### src/rtl/mul_issue_scheduler.sv
// Round-robin issue of two multiply queues into one LATENCY-stage 32x32 multiplier.
// Optional MUL_SCHED_PERF_EN adds grant and stall counters.
module mul_issue_scheduler #(
  parameter int LATENCY = 3,
  parameter int TAG_W   = 7
) (
  input  logic               clk,
  input  logic               rst,
  input  logic [1:0]         req_valid,
  input  logic [3:0]         req_op,
  input  logic [63:0]        req_src1,
  input  logic [63:0]        req_src2,
  input  logic [2*TAG_W-1:0] req_tag,
  output logic [1:0]         req_pop,
  output logic               wb_valid,
  input  logic               wb_ready,
  output logic [31:0]        wb_value,
  output logic [TAG_W-1:0]   wb_tag,
  output logic               wb_src,
  input  logic               flush,
  output logic               busy
`ifdef MUL_SCHED_PERF_EN
  ,
  output logic [31:0]        perf_grant0,
  output logic [31:0]        perf_grant1,
  output logic [31:0]        perf_stall
`endif
);

  localparam logic [1:0] OP_MUL   = 2'd0;
  localparam logic [1:0] OP_MULHU = 2'd3;

  logic               r_rr;
  logic [LATENCY-1:0] r_valid;
  logic [LATENCY-1:0] r_src;
  logic [TAG_W-1:0]   r_tag  [LATENCY];
  logic [1:0]         r_op   [LATENCY];
  logic [63:0]        r_prod [LATENCY];

  logic               w_advance;
  logic               w_grant_ok;
  logic [1:0]         w_gnt;
  logic               w_any;
  logic               w_sel;
  logic [1:0]         w_op;
  logic [31:0]        w_a_raw;
  logic [31:0]        w_b_raw;
  logic [TAG_W-1:0]   w_tag;
  logic               w_a_signed;
  logic               w_b_signed;
  logic [63:0]        w_a;
  logic [63:0]        w_b;
  logic [63:0]        w_prod;

  // Global stall: nothing moves while the last stage holds an unaccepted result.
  assign w_advance  = !r_valid[LATENCY-1] || wb_ready;
  assign w_grant_ok = rst && w_advance && !flush;

  assign w_gnt[0] = w_grant_ok && req_valid[0] && (!req_valid[1] || !r_rr);
  assign w_gnt[1] = w_grant_ok && req_valid[1] && (!req_valid[0] ||  r_rr);
  assign w_any    = |w_gnt;
  assign w_sel    = w_gnt[1];
  assign req_pop  = w_gnt;

  assign w_op    = w_sel ? req_op[3:2]        : req_op[1:0];
  assign w_a_raw = w_sel ? req_src1[63:32]    : req_src1[31:0];
  assign w_b_raw = w_sel ? req_src2[63:32]    : req_src2[31:0];
  assign w_tag   = w_sel ? req_tag[2*TAG_W-1:TAG_W] : req_tag[TAG_W-1:0];

  // mul/mulh: both signed; mulhsu: src1 signed only; mulhu: both unsigned.
  assign w_a_signed = (w_op != OP_MULHU);
  assign w_b_signed = !w_op[1];
  assign w_a = {{32{w_a_signed & w_a_raw[31]}}, w_a_raw};
  assign w_b = {{32{w_b_signed & w_b_raw[31]}}, w_b_raw};
  // Extended operands make the low 64 bits of the product exact for every op.
  assign w_prod = w_a * w_b;

  always_ff @(posedge clk or negedge rst) begin
    if (!rst) begin
      r_rr <= 1'b0;
    end else if (w_any) begin
      r_rr <= ~w_sel;
    end
  end

  always_ff @(posedge clk or negedge rst) begin
    if (!rst) begin
      r_valid <= '0;
      r_src   <= '0;
      for (int i = 0; i < LATENCY; i++) begin
        r_tag[i]  <= '0;
        r_op[i]   <= '0;
        r_prod[i] <= '0;
      end
    end else if (flush) begin
      r_valid <= '0;
    end else if (w_advance) begin
      r_valid[0] <= w_any;
      r_src[0]   <= w_sel;
      r_tag[0]   <= w_tag;
      r_op[0]    <= w_op;
      r_prod[0]  <= w_prod;
      for (int i = 1; i < LATENCY; i++) begin
        r_valid[i] <= r_valid[i-1];
        r_src[i]   <= r_src[i-1];
        r_tag[i]   <= r_tag[i-1];
        r_op[i]    <= r_op[i-1];
        r_prod[i]  <= r_prod[i-1];
      end
    end
  end

  assign wb_valid = r_valid[LATENCY-1] && !flush;
  assign wb_value = (r_op[LATENCY-1] == OP_MUL) ? r_prod[LATENCY-1][31:0]
                                                : r_prod[LATENCY-1][63:32];
  assign wb_tag   = r_tag[LATENCY-1];
  assign wb_src   = r_src[LATENCY-1];
  assign busy     = |r_valid;

`ifdef MUL_SCHED_PERF_EN
  logic [31:0] r_perf_grant0;
  logic [31:0] r_perf_grant1;
  logic [31:0] r_perf_stall;

  always_ff @(posedge clk or negedge rst) begin
    if (!rst) begin
      r_perf_grant0 <= '0;
      r_perf_grant1 <= '0;
      r_perf_stall  <= '0;
    end else begin
      if (w_gnt[0]) r_perf_grant0 <= r_perf_grant0 + 32'd1;
      if (w_gnt[1]) r_perf_grant1 <= r_perf_grant1 + 32'd1;
      if (!w_advance && r_valid[LATENCY-1]) r_perf_stall <= r_perf_stall + 32'd1;
    end
  end

  assign perf_grant0 = r_perf_grant0;
  assign perf_grant1 = r_perf_grant1;
  assign perf_stall  = r_perf_stall;
`endif

endmodule
### config.mk
export PLATFORM = sky130hd
export DESIGN_NAME = mul_issue_scheduler
export DESIGN_NICKNAME = d
export VERILOG_FILES = /design/src/rtl/mul_issue_scheduler.sv
export SDC_FILE = /design/constraint.sdc
export NUM_CORES = 2
export LEC_CHECK = 0
export ABC_AREA = 1
export BUFFER_PORTS_ARGS = -buffer_cell sky130_fd_sc_hd__buf_2
export CAP_MARGIN = 15
export CORE_UTILIZATION = 50
export DETAILED_ROUTE_END_ITERATION = 6
export PLACE_DENSITY = 0.72
export RECOVER_POWER = 100
export SLEW_MARGIN = 10
export SYNTH_ARGS = -nofsm -noshare
export SYNTH_HDL_FRONTEND = slang
export SYNTH_SLANG_ARGS = --single-unit
### constraint.sdc
create_clock -name clk -period 13.09 [get_ports clk]
set_input_delay 0.6545 -clock clk [delete_from_list [all_inputs] [get_ports clk]]
set_output_delay 0.6545 -clock clk [all_outputs]
set_load 0.02 [all_outputs]
======== Word-level counts from Yosys, hierarchy flattened ========
Cells that the tools add are included.
operators by class
  $add $sub $neg .......................... 0
  multiply operators ...................... 1
  div/mod/pow operators ................... 0
  $lt $le $gt $ge ......................... 0
  equality and inequality tests ........... 1
  shift-type cells ........................ 0
  muxes and demuxes ....................... 7
  bitwise operators ....................... 4
  reduce and logical (&&, ||, !) cells .... 21
operators with widths
  cell                number
  $mux 32             3
  $mul 33x33->64      1
  $logic_and 1x1->1   7
  $mux 7              1
  $logic_not 1->1     6
  $mux 3              2
  $logic_or 1x1->1    3
  $reduce_or 3->1     1
  $and 1x1->1         2
  $logic_not 2->1     1
  $mux 2              1
  $ne 2x2->1 const B  1
  $not 1->1           2
  $reduce_and 2->1    1
  $reduce_bool 2->1   1
  $reduce_or 2->1     1
word-level totals
  bits in registers ....................... 226
  latch bits .............................. 0
  RAM bits ................................ 0
  memory bits (read-only) ................. 0
  input bits .............................. 152
  output and inout bits ................... 44
  word-level logic and storage cells ...... 46
  memories kept ........................... 0

======== Longest topological paths before layout ========
  depth in word-level cells ............... 10
  gate-level depth with buffers ........... 41
  gate-level depth less buffers ........... 38

======== Worst setup path after synthesis ========
No wires, ideal clock.
  path type ............................... input -> register
  from .................................... in wb_ready
  to ...................................... reg r_prod[186] (netlist bit)
  setup time .............................. 0.130 ns
  arrival time ............................ 8.377 ns
  data required time ...................... 12.960 ns
  setup slack ............................. 4.583 ns
  cell stages on the path ................. 34
  buffers on the path ..................... 1
  path through ............................ inv_1 -> nand2_1 -> nand3_2 -> nor2_4 -> nand2_1 -> nand2_1 -> nand2_1 -> nand2_1 -> buf_2 -> nor2_1 -> fa_1 -> inv_1 -> fa_1 -> inv_1 -> fa_1 -> inv_1 -> fa_1 -> inv_1 -> fa_1 -> fa_1 -> fa_1 -> inv_1 -> fa_1 -> inv_1 -> ha_1 -> a21oi_1 -> inv_1 -> a31oi_1 -> o21ai_0 -> a21oi_1 -> nand3_1 -> or2_2 -> nand3_1 -> o21ai_0
on the way
  word-level cells in the longest chain between the ends .. 9
  elaborated cells between the ends (all ways) .. 14
ends and longest elaborated chain
  what                                           RTL line  text
  start, declared                                16        input logic wb_ready,
  $logic_or 1x1->1 *                             56        assign w_advance = !r_valid[LATENCY-1] || wb_ready;
  $logic_and 1x1->1 (2 in series)                57        assign w_grant_ok = rst && w_advance && !flush;
  $logic_and 1x1->1 (2 in series)                60        assign w_gnt[1] = w_grant_ok && req_valid[1] && (!req_valid[0] || r_rr);
  $mux 2                                         65        assign w_op = w_sel ? req_op[3:2] : req_op[1:0];
  $ne 2x2->1 or $logic_not 1->1 (tied branches)  71, 72
  $and 1x1->1, on equally long branches          73, 74
  $mul 33x33->64                                 76        assign w_prod = w_a * w_b;
  end signal, assigned by index                  108       r_prod[i] <= r_prod[i-1];
  end, declared                                  38        logic [63:0] r_prod [LATENCY];
Every way passes the cells marked *; elsewhere a longest branch is shown, timed or not.
A chain may end at the register's enable or synchronous reset.

======== Worst setup path in the final report ========
  from .................................... in rst
  to ...................................... reg r_prod[186] (netlist bit)
on the way
  word-level cells in the longest chain between the ends .. 8
  elaborated cells between the ends (all ways) .. 12
ends and longest elaborated chain
  what                                           RTL line  text
  start, declared                                8         input logic rst,
  $logic_and 1x1->1 * (2 in series)              57
  $logic_and 1x1->1 * (2 in series)              60
  $mux 2                                         65
  $ne 2x2->1 or $logic_not 1->1 (tied branches)  71, 72
  $and 1x1->1, on equally long branches          73, 74
  $mul 33x33->64 *                               76
Marks and branches as above.

==> metrics.md <==
| Metric | Value |
|---|---|
| Outcome | finished with violations |
| Failing checks | DRC, capacitance limit, slew limit |
| CTS Buffer Depth | 3 |
| Detailed Route Iter0 Violations | 3,859 |
| Clock Latency Late Sink | 0.54 ns |
| Commonest non-fill, non-tap cell in the layout | inv_1 |
| Layout area overhead | 5.825% |
| Pin count of the biggest net entering global routing | 206 |
| Setup Viol. Count Final | 0 |
| RSZ-0062 raised after global routing | no |
| Final worst path period share | 0.8605 |
| CP max-delay cell | fa_1 |
| EDFF count, synth | 0 |
| WP buf/inv | 8 |
| Buffers on Ports | 195 |
| Worst Skew | 0.03818 ns |
| Detailed Routing Iterations Pass 1 | 7 |
| Mapped Cells | 5,719 |
| Crit path time final | around 11 ns |
| Post-CTS Setup Bufs | 0 |
| Post-synth top flop | dfrtp_1 |
| Hold_ws | 0.08412 ns |
| CTS resizes | 0 |
| CTS tree | done |
| Clk slew on worst S/H paths | approximately 0.06 ns |
| Hold_buf cts | 0 |
| Syn_nets | 7,208 |
| Die ar. | between 90,000 and 100,000 um2 |
| Yosys warns | 0 |
| Die Wd | 312.6 um |
| Final hold violation count | 0 |
| Flop2flop setup slack | a little over 2 ns |
| Fmax | 88.77 MHz |
| First-pass GRT wire length | 240,000 um |
| CP most frequent cell | fa_1 |
| Most frequent cells in the layout | 1,401 x inv_1, 1,282 x nand2_1, 1,125 x fa_1 |
| HPWL after DPL | 126,600 um |
| Data required time of the worst path | approximately 13 ns |
| Async SR Flop Fraction | 1.000 |
| Die Ht | 312.6 um |
| CP Launch Type | primary input |
| Number of global-route vias before repair | 40,580 |
| GRT Overall Usage | 0.3280 |
| Mapped Area | a little under 50,000 um2 |
| Slew margin rel. | -4.526 |
| Tightest Pin Transition | between 8 and 9 ns |
| Max-slew violation count | 513 |
| Crit path kind | in2reg |
| Nets | approximately 7,300 |
| # H-tree levels | 1 |
| DR vias | 38,790 |
| Core footprint | 95,290 um2 |
| MaxCap Viol Count | 4 |
| Total congestion overflow | 0 |
| Register area share after synthesis | 0.1172 |
| DRC viols | 10 |
| IO Pins | 196 |
| Final ANT Viol Nets | 0 |
| Vias per cell | 5.493 |
| Crit-path max FO | 80 |
| Worst Hold Class | in2async |
| Crit path max-delay family | adder cells |
| Crit-path max cell delay | roughly 1.0 ns |
| Ratio of cells with drive above 1 in the final layout | 0.07246 |
| Syn_area_per_cell | 8.435 um2 |
| Post-synth cell types | 50 |
| WP data arrival | between 10 and 15 ns |
| Root Driver | clkbuf_16 |
| Row count | 113 |
| Average wire per standard cell | 22.32 um |
| WL final | approximately 160,000 um |
| Setup crit end kind | flop |
| Total CTS buffers | 22 |
| # clock sinks | 226 |
| Starting density of the core | 0.5062 |
| Yosys reg bits | 226 |
| TNS Setup | 0 ns |
| Initial antenna violation count | 3 |
| Gpl congestion | 1.015 |
-- path summary, 6_finish.rpt --
path | cells past startpoint | end | from
min in group clk | 2 | r_valid[2] | flush
max in group asynchronous | 2 | r_prod[186] | rst
setup / recovery | 29 | r_prod[186] | rst
hold / removal | 1 | r_prod[91] | rst
hold reg to reg | 2 | r_prod[56] | r_prod[56]
setup reg to reg | 29 | r_prod[186] | r_valid[2]
-- area by class of cell --
cell class              instances  area (um2)
repair buffers                269        1494
fillers                      8883       44240
clock buffers                  28       613.1
well taps                    1265        1583
inverters                    1440        5410
clock inverters                11       197.7
flip-flops and latches        226        5655
multi-input cells            3822       36090
diodes                          1       2.502
-- cells by family (layout without fill, tap and decap cells) --
group	Yosys count	after routing	synth area share
mux	32	32	0.007470
simple gates	1990	1990	0.1615
other cells	0	1	0
buf+inv	1671	1748	0.1363
fa+ha+maj	1337	1337	0.5219
flops	226	226	0.1172
compound gates	436	436	0.05073
xor+xnor	27	27	0.004902
-- flip-flops by register name, indices dropped and copies added, names as in the netlist --
signal and flops:
r_prod 192, r_tag 14, wb_tag 7, r_op 6
r_src 3, r_valid 3, r_rr 1
-- synthesized netlist by cell type (7+ instances only) --
| cell | count | share of area |
|---|---|---|
| o21bai_1 | 7 | 0.0011 |
| ha_1 | 212 | 0.055 |
| inv_1 | 1401 | 0.11 |
| nand3_1 | 90 | 0.0093 |
| o21ai_1 | 21 | 0.0022 |
| nand4_1 | 15 | 0.0019 |
| o21ai_0 | 246 | 0.026 |
| mux2_2 | 32 | 0.0075 |
| a21o_1 | 12 | 0.0019 |
| xnor2_1 | 20 | 0.0036 |
| inv_2 | 36 | 0.0028 |
| buf_2 | 120 | 0.012 |
| buf_4 | 29 | 0.0045 |
| nor2_1 | 545 | 0.042 |
| xor2_1 | 7 | 0.0013 |
| or2_2 | 21 | 0.0027 |
| nand2_1 | 1281 | 0.10 |
| o21ai_2 | 37 | 0.0067 |
| a31oi_1 | 15 | 0.0019 |
| a21oi_1 | 77 | 0.0080 |
| nor3_1 | 12 | 0.0012 |
| clkbuf_1 | 71 | 0.0055 |
| fa_1 | 1125 | 0.47 |
| dfrtp_1 | 226 | 0.12 |
-- per-stage QoR --
step / setup slack [ns] / area, um2 / std cells / utilization
2_1_floorplan: 4.583 / 48240 / 5719 / -
3_3_place_gp: 1.942 / 50330 / 7022 / 0.5281
3_5_place_dp: 1.862 / 50330 / 7022 / 0.5281
4_1_cts: 2.374 / 51140 / 7061 / 0.5366
5_1_grt: 0.9602 / 51050 / 7061 / 0.5357
6_report: 1.826 / 51050 / 7062 / 0.5357
-- layer usage --
metal	wire length, um	part of all wire	GRT usage	vias up
met5	17	0.00011	0	-
met4	9655	0.061	0.1621	2
met3	18540	0.12	0.08634	508
met2	70830	0.45	0.5103	2238
met1	58590	0.37	0.4270	19490
li1	-	-	-	16560
Power is left out: the tool's default activity adds up to more than one toggle a clock period on the data nets, which glitch-free logic cannot reach.
